**src/rtl/lcd_line_scheduler_if.sv**
```systemverilog
// Bundle between the line scheduler and its surroundings: writer-side
// handshake from the SPI ingester plus the HDP read/timing outputs.
interface lcd_line_scheduler_if #(
    parameter int ADDR_W = 6,
    parameter int CNT_W  = 16
);
    // i_wrLineDone is a one-cycle pulse with no ready: the scheduler always
    // takes it, and a line arriving while both buffers are full is dropped.
    // o_valid qualifies o_rdAddr every cycle; the HDP side has no backpressure.
    logic              i_enable;
    logic              i_wrLineDone;
    logic              o_wrBuffer;
    logic              o_wrBlocked;
    logic              o_rdBuffer;
    logic [ADDR_W-1:0] o_rdAddr;
    logic              o_valid;
    logic              o_update;
    logic              o_lineStart;
    logic              o_frameStart;
    logic [CNT_W-1:0]  o_underrunCount;
    logic [CNT_W-1:0]  o_overrunCount;
    logic [2:0]        o_state;

    modport master (
        output i_enable, i_wrLineDone,
        input  o_wrBuffer, o_wrBlocked, o_rdBuffer, o_rdAddr, o_valid, o_update,
               o_lineStart, o_frameStart, o_underrunCount, o_overrunCount, o_state
    );

    modport slave (
        input  i_enable, i_wrLineDone,
        output o_wrBuffer, o_wrBlocked, o_rdBuffer, o_rdAddr, o_valid, o_update,
               o_lineStart, o_frameStart, o_underrunCount, o_overrunCount, o_state
    );
endinterface

```
**src/rtl/lcd_line_scheduler.sv**
```systemverilog
// Ping-pong line buffer sequencer: tracks writer/reader buffers and generates
// HDP line/frame timing with underrun stall and overrun drop.
module lcd_line_scheduler #(
    parameter int WORDS_PER_LINE  = 40,
    parameter int BLANK_PER_LINE  = 4,
    parameter int LINES_PER_FRAME = 1280,
    parameter int BACK_PORCH      = 24,
    parameter int UPDATE_CYCLES   = 28,
    parameter int CNT_W           = 16
) (
    input logic                 i_clock,
    input logic                 i_nReset,
    lcd_line_scheduler_if.slave bus
);
    localparam int ADDR_W  = $clog2(WORDS_PER_LINE);
    localparam int BLANK_W = $clog2(BLANK_PER_LINE + 1);
    localparam int LINE_W  = $clog2(LINES_PER_FRAME + 1);
    localparam int PORCH_W = $clog2(BACK_PORCH + 1);
    localparam int UPD_W   = $clog2(UPDATE_CYCLES + 1);

    localparam logic [ADDR_W-1:0]  LAST_ADDR  = ADDR_W'(WORDS_PER_LINE - 1);
    localparam logic [BLANK_W-1:0] LAST_BLANK = BLANK_W'(BLANK_PER_LINE - 1);
    localparam logic [LINE_W-1:0]  LAST_LINE  = LINE_W'(LINES_PER_FRAME - 1);
    localparam logic [PORCH_W-1:0] LAST_PORCH = PORCH_W'(BACK_PORCH - 1);
    localparam logic [UPD_W-1:0]   UPD_LIMIT  = UPD_W'(UPDATE_CYCLES);

    localparam logic [2:0] IDLE      = 3'd0;
    localparam logic [2:0] WAIT_LINE = 3'd1;
    localparam logic [2:0] ACTIVE    = 3'd2;
    localparam logic [2:0] BLANK     = 3'd3;
    localparam logic [2:0] PORCH     = 3'd4;

    logic [2:0]         state, stateNext;
    logic [1:0]         full, fullNext;
    logic               wrBuffer, wrBufferNext;
    logic               rdBuffer, rdBufferNext;
    logic [ADDR_W-1:0]  rdAddr, rdAddrNext;
    logic [BLANK_W-1:0] blankCnt, blankCntNext;
    logic [LINE_W-1:0]  lineCnt, lineCntNext;
    logic [PORCH_W-1:0] porchCnt, porchCntNext;
    logic [UPD_W-1:0]   framePkt, framePktNext;
    logic [CNT_W-1:0]   underrunCount, underrunNext;
    logic [CNT_W-1:0]   overrunCount, overrunNext;
    logic               wrBlocked, valid, update, lineStart, frameStart;

    always_comb begin
        stateNext    = state;
        fullNext     = full;
        wrBufferNext = wrBuffer;
        rdBufferNext = rdBuffer;
        blankCntNext = blankCnt;
        lineCntNext  = lineCnt;
        porchCntNext = porchCnt;
        framePktNext = framePkt;
        underrunNext = underrunCount;
        overrunNext  = overrunCount;
        if (!bus.i_enable) begin
            stateNext    = IDLE;
            fullNext     = '0;
            wrBufferNext = 1'b0;
            rdBufferNext = 1'b0;
            blankCntNext = '0;
            lineCntNext  = '0;
            porchCntNext = '0;
            framePktNext = '0;
        end else begin
            if ((state == ACTIVE || state == BLANK) && framePkt != UPD_LIMIT)
                framePktNext = framePkt + UPD_W'(1);
            case (state)
                IDLE:      stateNext = WAIT_LINE;
                WAIT_LINE: if (full[rdBuffer]) stateNext = ACTIVE;
                ACTIVE:    if (rdAddr == LAST_ADDR) stateNext = BLANK;
                BLANK: begin
                    if (blankCnt == LAST_BLANK) begin
                        blankCntNext       = '0;
                        fullNext[rdBuffer] = 1'b0;
                        rdBufferNext       = ~rdBuffer;
                        if (lineCnt == LAST_LINE) begin
                            lineCntNext  = '0;
                            porchCntNext = '0;
                            stateNext    = PORCH;
                        end else begin
                            lineCntNext = lineCnt + LINE_W'(1);
                            // Readiness of the next line is judged on the
                            // flags as they stood before this cycle's write.
                            if (full[~rdBuffer]) begin
                                stateNext = ACTIVE;
                            end else begin
                                stateNext = WAIT_LINE;
                                if (underrunCount != '1)
                                    underrunNext = underrunCount + CNT_W'(1);
                            end
                        end
                    end else begin
                        blankCntNext = blankCnt + BLANK_W'(1);
                    end
                end
                PORCH: begin
                    if (porchCnt == LAST_PORCH) begin
                        stateNext    = WAIT_LINE;
                        framePktNext = '0;
                    end else begin
                        porchCntNext = porchCnt + PORCH_W'(1);
                    end
                end
                default: stateNext = IDLE;
            endcase
            // Write side sees pre-release flags, so a blocked write is dropped
            // even when the reader frees a buffer in the same cycle.
            if (bus.i_wrLineDone) begin
                if (full[wrBuffer]) begin
                    if (overrunCount != '1)
                        overrunNext = overrunCount + CNT_W'(1);
                end else begin
                    fullNext[wrBuffer] = 1'b1;
                    wrBufferNext       = ~wrBuffer;
                end
            end
        end
        rdAddrNext = (state == ACTIVE && stateNext == ACTIVE) ? rdAddr + ADDR_W'(1) : '0;
    end

    always_ff @(posedge i_clock or negedge i_nReset) begin
        if (!i_nReset) begin
            state         <= IDLE;
            full          <= '0;
            wrBuffer      <= 1'b0;
            rdBuffer      <= 1'b0;
            rdAddr        <= '0;
            blankCnt      <= '0;
            lineCnt       <= '0;
            porchCnt      <= '0;
            framePkt      <= '0;
            underrunCount <= '0;
            overrunCount  <= '0;
            wrBlocked     <= 1'b0;
            valid         <= 1'b0;
            update        <= 1'b0;
            lineStart     <= 1'b0;
            frameStart    <= 1'b0;
        end else begin
            state         <= stateNext;
            full          <= fullNext;
            wrBuffer      <= wrBufferNext;
            rdBuffer      <= rdBufferNext;
            rdAddr        <= rdAddrNext;
            blankCnt      <= blankCntNext;
            lineCnt       <= lineCntNext;
            porchCnt      <= porchCntNext;
            framePkt      <= framePktNext;
            underrunCount <= underrunNext;
            overrunCount  <= overrunNext;
            wrBlocked     <= &fullNext;
            valid         <= (stateNext == ACTIVE);
            update        <= (stateNext == ACTIVE || stateNext == BLANK) && (framePktNext < UPD_LIMIT);
            lineStart     <= (stateNext == ACTIVE) && (state != ACTIVE);
            frameStart    <= (stateNext == ACTIVE) && (state != ACTIVE) && (lineCntNext == '0);
        end
    end

    assign bus.o_wrBuffer      = wrBuffer;
    assign bus.o_wrBlocked     = wrBlocked;
    assign bus.o_rdBuffer      = rdBuffer;
    assign bus.o_rdAddr        = rdAddr;
    assign bus.o_valid         = valid;
    assign bus.o_update        = update;
    assign bus.o_lineStart     = lineStart;
    assign bus.o_frameStart    = frameStart;
    assign bus.o_underrunCount = underrunCount;
    assign bus.o_overrunCount  = overrunCount;
    assign bus.o_state         = state;
endmodule

```
**src/flat_wrapper.sv**
```systemverilog
// flat-port wrapper written by rule: the top's interface ports become plain ports
module lcd_line_scheduler_flat 
#(
    parameter int WORDS_PER_LINE  = 40,
    parameter int BLANK_PER_LINE  = 4,
    parameter int LINES_PER_FRAME = 1280,
    parameter int BACK_PORCH      = 24,
    parameter int UPDATE_CYCLES   = 28,
    parameter int CNT_W           = 16
)
  (i_clock, i_nReset, bus_i_enable, bus_i_wrLineDone, bus_o_wrBuffer, bus_o_wrBlocked, bus_o_rdBuffer, bus_o_rdAddr, bus_o_valid, bus_o_update, bus_o_lineStart, bus_o_frameStart, bus_o_underrunCount, bus_o_overrunCount, bus_o_state);
  lcd_line_scheduler_if #(.ADDR_W(($clog2((40)))), .CNT_W(CNT_W)) bus_i ();
  input logic i_clock;
  input logic i_nReset;
  input wire logic [$bits(bus_i.i_enable)-1:0] bus_i_enable;
  input wire logic [$bits(bus_i.i_wrLineDone)-1:0] bus_i_wrLineDone;
  output wire logic [$bits(bus_i.o_wrBuffer)-1:0] bus_o_wrBuffer;
  output wire logic [$bits(bus_i.o_wrBlocked)-1:0] bus_o_wrBlocked;
  output wire logic [$bits(bus_i.o_rdBuffer)-1:0] bus_o_rdBuffer;
  output wire logic [$bits(bus_i.o_rdAddr)-1:0] bus_o_rdAddr;
  output wire logic [$bits(bus_i.o_valid)-1:0] bus_o_valid;
  output wire logic [$bits(bus_i.o_update)-1:0] bus_o_update;
  output wire logic [$bits(bus_i.o_lineStart)-1:0] bus_o_lineStart;
  output wire logic [$bits(bus_i.o_frameStart)-1:0] bus_o_frameStart;
  output wire logic [$bits(bus_i.o_underrunCount)-1:0] bus_o_underrunCount;
  output wire logic [$bits(bus_i.o_overrunCount)-1:0] bus_o_overrunCount;
  output wire logic [$bits(bus_i.o_state)-1:0] bus_o_state;
  assign bus_i.i_enable = bus_i_enable;
  assign bus_i.i_wrLineDone = bus_i_wrLineDone;
  assign bus_o_wrBuffer = bus_i.o_wrBuffer;
  assign bus_o_wrBlocked = bus_i.o_wrBlocked;
  assign bus_o_rdBuffer = bus_i.o_rdBuffer;
  assign bus_o_rdAddr = bus_i.o_rdAddr;
  assign bus_o_valid = bus_i.o_valid;
  assign bus_o_update = bus_i.o_update;
  assign bus_o_lineStart = bus_i.o_lineStart;
  assign bus_o_frameStart = bus_i.o_frameStart;
  assign bus_o_underrunCount = bus_i.o_underrunCount;
  assign bus_o_overrunCount = bus_i.o_overrunCount;
  assign bus_o_state = bus_i.o_state;
  lcd_line_scheduler #(.WORDS_PER_LINE(WORDS_PER_LINE), .BLANK_PER_LINE(BLANK_PER_LINE), .LINES_PER_FRAME(LINES_PER_FRAME), .BACK_PORCH(BACK_PORCH), .UPDATE_CYCLES(UPDATE_CYCLES), .CNT_W(CNT_W)) u_core (.i_clock(i_clock), .i_nReset(i_nReset), .bus(bus_i));
endmodule
```
**config.mk**
```make
export PLATFORM = sky130hd
export DESIGN_NAME = lcd_line_scheduler_flat
export DESIGN_NICKNAME = d
export VERILOG_FILES = /design/src/rtl/lcd_line_scheduler_if.sv /design/src/rtl/lcd_line_scheduler.sv /design/src/flat_wrapper.sv
export SDC_FILE = /design/constraint.sdc
export NUM_CORES = 1
export LEC_CHECK = 0
export CAP_MARGIN = 20
export CORE_MARGIN = 2
export CORE_UTILIZATION = 49
export DETAILED_ROUTE_END_ITERATION = 12
export PLACE_DENSITY = 0.87
export REMOVE_ABC_BUFFERS = 1
export SYNTH_ARGS = -nofsm -noshare
export SYNTH_HDL_FRONTEND = slang
export SYNTH_SLANG_ARGS = --single-unit
```
**constraint.sdc**
```tcl
create_clock -name i_clock -period 2.4 [get_ports i_clock]
set_clock_uncertainty 0.1 [all_clocks]
set_input_delay 0.24 -clock i_clock [delete_from_list [all_inputs] [get_ports i_clock]]
set_output_delay 0.24 -clock i_clock [all_outputs]
set_load 0.05 [all_outputs]
```
# Yosys cells after proc, flatten, opt, wreduce, memory -nomap -nowiden
# Index checks and enable logic that the tools add are counted.
# totals
word_cells	122
regBits	74
output_inout_bits	48
in_bits	4
# classes
addsub	7
n_eq_ne	22
order_cmp	6
bitwise	7
n_mux	47
n_reduce_logical	17
# ops
operator	count
$mux W11	4
$mux W5	8
$add A16 B1 Y16 const B	2
$ne A16 B16 Y1 const B	2
$mux W3	9
$eq A3 B2 Y1 const B	5
$pmux W3 S5	1
$mux W1	14
$mux W2	7
$add A11 B1 Y11 const B	1
$eq A11 B11 Y1 const B	1
$logic_not A11 Y1	1
$add A5 B1 Y5 const B	2
$pmux W5 S2	1
$ne A3 B3 Y1 const B	3
$reduce_and A4 Y1	2
$logic_and A1 B1 Y1	7
$add A6 B1 Y6 const B	1
$eq A6 B6 Y1 const B	1
$lt A1 B2 Y1 const B	3
$mux W6	1
$ne A2 B1 Y1 const B	3
$reduce_and A2 Y1	3
$reduce_and A6 Y1	1
17 further kinds	23

# Depth between registers and ports, before layout
# depth
ltp_word	14
mapped_depth	9
depth_no_buf	7

# Least setup slack after synthesis
# No wires, ideal clock.
# synth_path
path_type	reg2reg
from	register u_core.state[2] (netlist: u_core.bus.o_state[2])
to	register u_core.underrunCount[1] (netlist: u_core.bus.o_underrunCount[1])
required_ns	2.175
slack_ns	-0.159
period_less_slack_ns	2.559
t_arrival_ns	2.334
path_stages_with_launch	9
setup_ns	0.125
n_path_buf	3
cell_sequence	dfrtp_1 clkbuf_1 and3b_1 clkbuf_1 nand2_1 a211oi_1 and2_1 clkbuf_1 mux2_2
# synth_via
elab_chain_len	2
# synth_lines
item	line_no	text
start: declaration	lcd_line_scheduler.sv:33	logic [2:0] state, stateNext;
start signal: assignment	lcd_line_scheduler.sv:142	state <= stateNext;
$eq A3 B2 Y1	lcd_line_scheduler.sv:69	case (state)
$reduce_and A6 Y1 (no source line)	-	
end signal: assignment	lcd_line_scheduler.sv:151	underrunCount <= underrunNext;
end: declaration	lcd_line_scheduler.sv:42	logic [CNT_W-1:0] underrunCount, underrunNext;
# Every way passes these cells.
# A chain may end at the register's enable or synchronous reset.

# Final worst setup path
# layout_path
from	register u_core.lineCnt[9]
to	register u_core.frameStart (netlist: u_core.bus.o_frameStart)
# layout_via
word_cells_on_any_way	14
cone_classes	add/sub (1); eq/ne (2); mux (8); reduce/logical (3)
# layout_rtl
item	line_no	text
start: declaration	lcd_line_scheduler.sv:39	logic [LINE_W-1:0] lineCnt, lineCntNext;
start signal: assignment	lcd_line_scheduler.sv:148	lineCnt <= lineCntNext;
$eq A11 B11 Y1	lcd_line_scheduler.sv:78	if (lineCnt == LAST_LINE) begin
$mux W11	lcd_line_scheduler.sv:78	
$mux W11	lcd_line_scheduler.sv:74	if (blankCnt == LAST_BLANK) begin
$mux W11	lcd_line_scheduler.sv:69	
$mux W11	lcd_line_scheduler.sv:57	if (!bus.i_enable) begin
net u_core.lineCntNext[5]	lcd_line_scheduler.sv:39	
$logic_not A11 Y1	lcd_line_scheduler.sv:157	frameStart <= (stateNext == ACTIVE) && (state != ACTIVE) && (lineCntNext == '0);
$logic_and A1 B1 Y1	lcd_line_scheduler.sv:157	
end signal: assignment	lcd_line_scheduler.sv:157	
end: declaration	lcd_line_scheduler.sv:44	logic wrBlocked, valid, update, lineStart, frameStart;
# The timed path passes the listed nets, and every way through them passes these cells.

==> impl_metrics.py <==
metrics = {
    "routing": {
        "wire_per_inst_um": 15.43,
        "first_iter_violations": 204,
        "drc": 0,
        "vias": 3054,
        "drt_pass1_iterations": 4,
        "drt_wl_total_mm": 8.626,
        "via_per_inst": 5.463,
        "drtAntennaViolNets": 0,
    },
    "timing": {
        "grt_setup_unrepaired": "yes",
        "maxSlewViolCount": 0,
        "whs_ns": 0.3299,
        "fmax_mhz": 395.0,
        "setup_violations": 1,
        "setup_tns_ns": -0.1319,
        "hold_viol": 0,
        "min_period_over_period_pct": 105.5,
        "maxSlewHeadroom_pct": 59.40,
        "worstMarginPinSlew_ns": 0.6027,
        "setup_ws_ns": -0.1319,
        "layout_min_cycle_time_ns": 2.532,
    },
    "synth": {
        "postSynth.asyncResetShare_pct": 100.0,
        "synth_edf_count": 0,
        "syn_area_um2": 3680,
        "ys.flop_type": "dfrtp_1",
        "yosysSeqAreaShare_pct": 50.32,
        "syn_inst": 363,
        "synth_area_leaders": "dfrtp_1 (50%), xnor2_1 (6.0%), xor2_1 (4.3%), nand3_1 (3.5%), nor2_1 (3.4%)",
        "synth.top_cell.area_share_pct": 50.32,
        "synth_cell_types": 49,
        "ys_ff_latch": 74,
        "synth_area_per_cell_um2": 10.14,
        "yosys.area.top_type": "dfrtp_1",
        "yosys_warnings": 0,
    },
    "worst_setup_path": {
        "worst-endpoint-required_ns": 2.55,
        "reg2regPathDepth": 6,
        "reg2reg_from": "u_core.lineCnt[9]",
        "r2r_slack_ns": -0.13,
        "path_class": "register to register",
        "critPathMaxFanout": 3,
        "crit_arrival_ns": 2.68,
        "crit_path_end_kind": "register",
        "reg2reg_to": "u_core.bus.o_frameStart",
        "cp-start-kind": "register",
    },
    "floorplanning": {
        "dieArea_um2": 8219,
        "start_util_pct": 50.73,
        "io_pins": 52,
        "die_w_um": 90.66,
        "coreArea_um2": 7253,
        "rows": 31,
        "die_h_um": 90.66,
    },
    "grt": {
        "grt_busiest_layer": "met2",
        "met1_usage_pct": 27.09,
        "grt_util_met3_pct": 3.422,
        "grt_pass1_wl_mm": 14.39,
        "grt_max_degree": 75,
        "grt.total_usage_pct": 21.46,
        "antenna_found_initial": 0,
        "gr-usage-met2_pct": 37.06,
        "overflow": 0,
        "grt_pass1_vias": 3081,
    },
    "final_layout": {
        "diodes": 0,
        "area_growth_pct": 31.66,
        "layout.nets": 468,
        "drive_gt1_share_pct": 15.87,
        "design_area_um2": 4845,
    },
    "power_and_ir_drop": {
        "total_power_mw": 2.824,
        "pwr-share-seq_pct": 47.6,
        "pwr-share-clk_pct": 37.8,
        "p_int_mw": 2.014,
        "peakVddDrop_uv": 290.9,
        "switchingPower_uw": 810.2,
        "p_leak_nw": 2.139,
        "power_frac_comb_pct": 14.6,
        "powerDensity_nw_per_um2": 583.0,
        "p_sw_share_pct": 28.69,
    },
    "clock_network": {
        "clockBufferDepth": 2,
        "cts_tree": "done",
        "clkTransAtPathRegs_ns": 0.08,
        "worstSkewPairLatency_ns": 0.35,
        "cts-htree-levels": 3,
        "cts_made_buffers": 9,
        "cts_root_buf": "clkbuf_8",
        "clock-sinks": 74,
    },
    "job": {
        "drv_cap": 0,
    },
    "run_status": {
        "failed_checks": "negative setup slack",
        "status": "complete, but fails checks",
    },
    "placement": {
        "post-dp-hpwl_mm": 6.041,
        "port_buffers": 51,
        "place_area_um2": 4558,
        "dp_slack_ns": -0.1336,
        "gp_congestion": 0.9205,
    },
    "min_path": {
        "min_path_type": "primary input to async pin",
    },
}
[cells in the final DEF, fill, tap and decap left out, types with 2 or more instances in the layout]
master / Yosys / routed
dfrtp_1: 74 / 74
clkdlybuf4s50_1: 0 / 50
buf_4: 0 / 36
nor2_1: 33 / 33
nand2_1: 29 / 29
nand3_1: 26 / 26
xnor2_1: 25 / 25
xor2_1: 18 / 18
inv_1: 15 / 15
a21oi_1: 14 / 14
o21ai_0: 11 / 11
nand4_1: 11 / 11
nor3_1: 10 / 9
and3_1: 9 / 9
clkbuf_8: 0 / 9
and2_1: 7 / 7
ha_1: 8 / 7
nor4_1: 8 / 6
mux2_2: 5 / 5
nand2b_1: 4 / 4
and4_1: 4 / 4
mux2i_1: 3 / 3
nand4b_1: 3 / 3
a31oi_1: 3 / 3
nor2b_1: 3 / 2
nand3b_1: 2 / 2
nor4_4: 1 / 2
or3_1: 2 / 2
nor4_2: 1 / 2
o22ai_1: 2 / 2
or4_1: 2 / 2
o31ai_1: 2 / 2
a211oi_1: 2 / 2
clkinv_4: 0 / 2
clkinvlp_4: 0 / 2
bufinv_16: 0 / 2
[power by group through the flow]
stage	Sequential, mW	Combinational [mW]	Clock, mW
global placement	1.36	0.392	0
global route	1.36	0.438	1.13
floorplan	1.49	0.114	0
finish	1.35	0.412	1.07
detailed placement	1.37	0.408	0
CTS	1.34	0.414	1.08
[worst max-delay path by stage]
stage | to | slack, ns | startpoint | cells after the start
global placement | u_core.bus.o_frameStart | -0.03 | u_core.lineCnt[8] | 6
CTS | u_core.bus.o_frameStart | -0.13 | u_core.lineCnt[9] | 6
global route | u_core.bus.o_frameStart | -0.22 | u_core.lineCnt[9] | 6
detailed placement | u_core.bus.o_frameStart | -0.13 | u_core.blankCnt[0] | 7
finish | u_core.bus.o_frameStart | -0.13 | u_core.lineCnt[9] | 6
floorplan | u_core.bus.o_frameStart | -0.27 | u_core.bus.o_state[0] | 6
[metal layers]
layer	wire length (um)	vias up
li1	-	1472
met1	3747	1495
met2	4412	74
met3	335	13
met4	131	0
met5	0	-
[state kept, by name, indices dropped and copies added, names as in the netlist]
signal                      count
u_core.bus.o_wrBuffer           1
u_core.bus.o_wrBlocked          1
u_core.bus.o_lineStart          1
u_core.bus.o_valid              1
u_core.full                     2
u_core.bus.o_rdAddr             6
u_core.bus.o_underrunCount     16
u_core.bus.o_rdBuffer           1
u_core.porchCnt                 5
u_core.framePkt                 5
u_core.bus.o_frameStart         1
u_core.blankCnt                 3
u_core.bus.o_update             1
u_core.bus.o_overrunCount      16
u_core.bus.o_state              3
u_core.lineCnt                 11
[critical path: stages (launching register included)]
cell and delay, ns:
dfrtp_1 0.38, or3b_4 0.40, or4_4 0.52, o211a_1 0.13, o31a_1 0.25, or3b_1 0.39, nor4_2 0.27
[layout make-up]
class                           instances  area, um^2
Fill cell                             543        2409
Sequential cell                        74        1852
Multi-Input combinational cell        267        1790
Timing Repair Buffer                   89       805.8
Clock buffer                            9       123.9
Tap cell                               99       123.9
Clock inverter                          6       92.59
Inverter                               15       56.30
[through the flow]
step | utilization (%) | instances
final | 66.79 | 559
after global routing | 66.79 | 559
after CTS | 66.43 | 559
after detailed placement | 62.84 | 541
after global placement | 62.84 | 541
after floorplan | - | 356
[Yosys cell counts, types with 2 or more instances]
| cell type | instances |
|---|---|
| dfrtp_1 | 74 |
| xnor2_1 | 25 |
| nor3_1 | 10 |
| ha_1 | 8 |
| or4_1 | 2 |
| nand2b_1 | 4 |
| nand4_1 | 11 |
| and4_1 | 4 |
| mux2i_1 | 3 |
| and2_1 | 7 |
| o31ai_1 | 2 |
| and3_1 | 9 |
| nand3b_1 | 2 |
| xor2_1 | 18 |
| o211a_1 | 2 |
| o21ai_0 | 11 |
| nand3_1 | 26 |
| or3_1 | 2 |
| nor2b_1 | 3 |
| nand2_1 | 29 |
| nand4b_1 | 3 |
| a211oi_1 | 2 |
| nor2_1 | 33 |
| mux2_2 | 5 |
| inv_1 | 15 |
| nor4_1 | 8 |
| o22ai_1 | 2 |
| a21oi_1 | 14 |
| clkbuf_1 | 7 |
| a31oi_1 | 3 |
[cells by family (layout without fill, tap and decap cells)]
family / after synthesis / in the layout / share of synthesized area, %
flops: 74 / 74 / 50.32
fa+ha+maj: 8 / 8 / 2.720
xor+xnor: 43 / 43 / 10.23
mux: 8 / 8 / 2.346
compound gates: 47 / 47 / 8.161
buf+inv: 22 / 119 / 2.244
simple gates: 161 / 161 / 23.97
[repair_timing]
item | in CTS | in global routing
endpoints found under the hold margin | 74 | 0
resized for setup | 3 | 5
hold buffers | 1 | 0
buffers inserted | 2 | 0
endpoints found under the setup margin | 6 | 4
pin swaps | 6 | 3
Power figures use the tool's default switching activity.
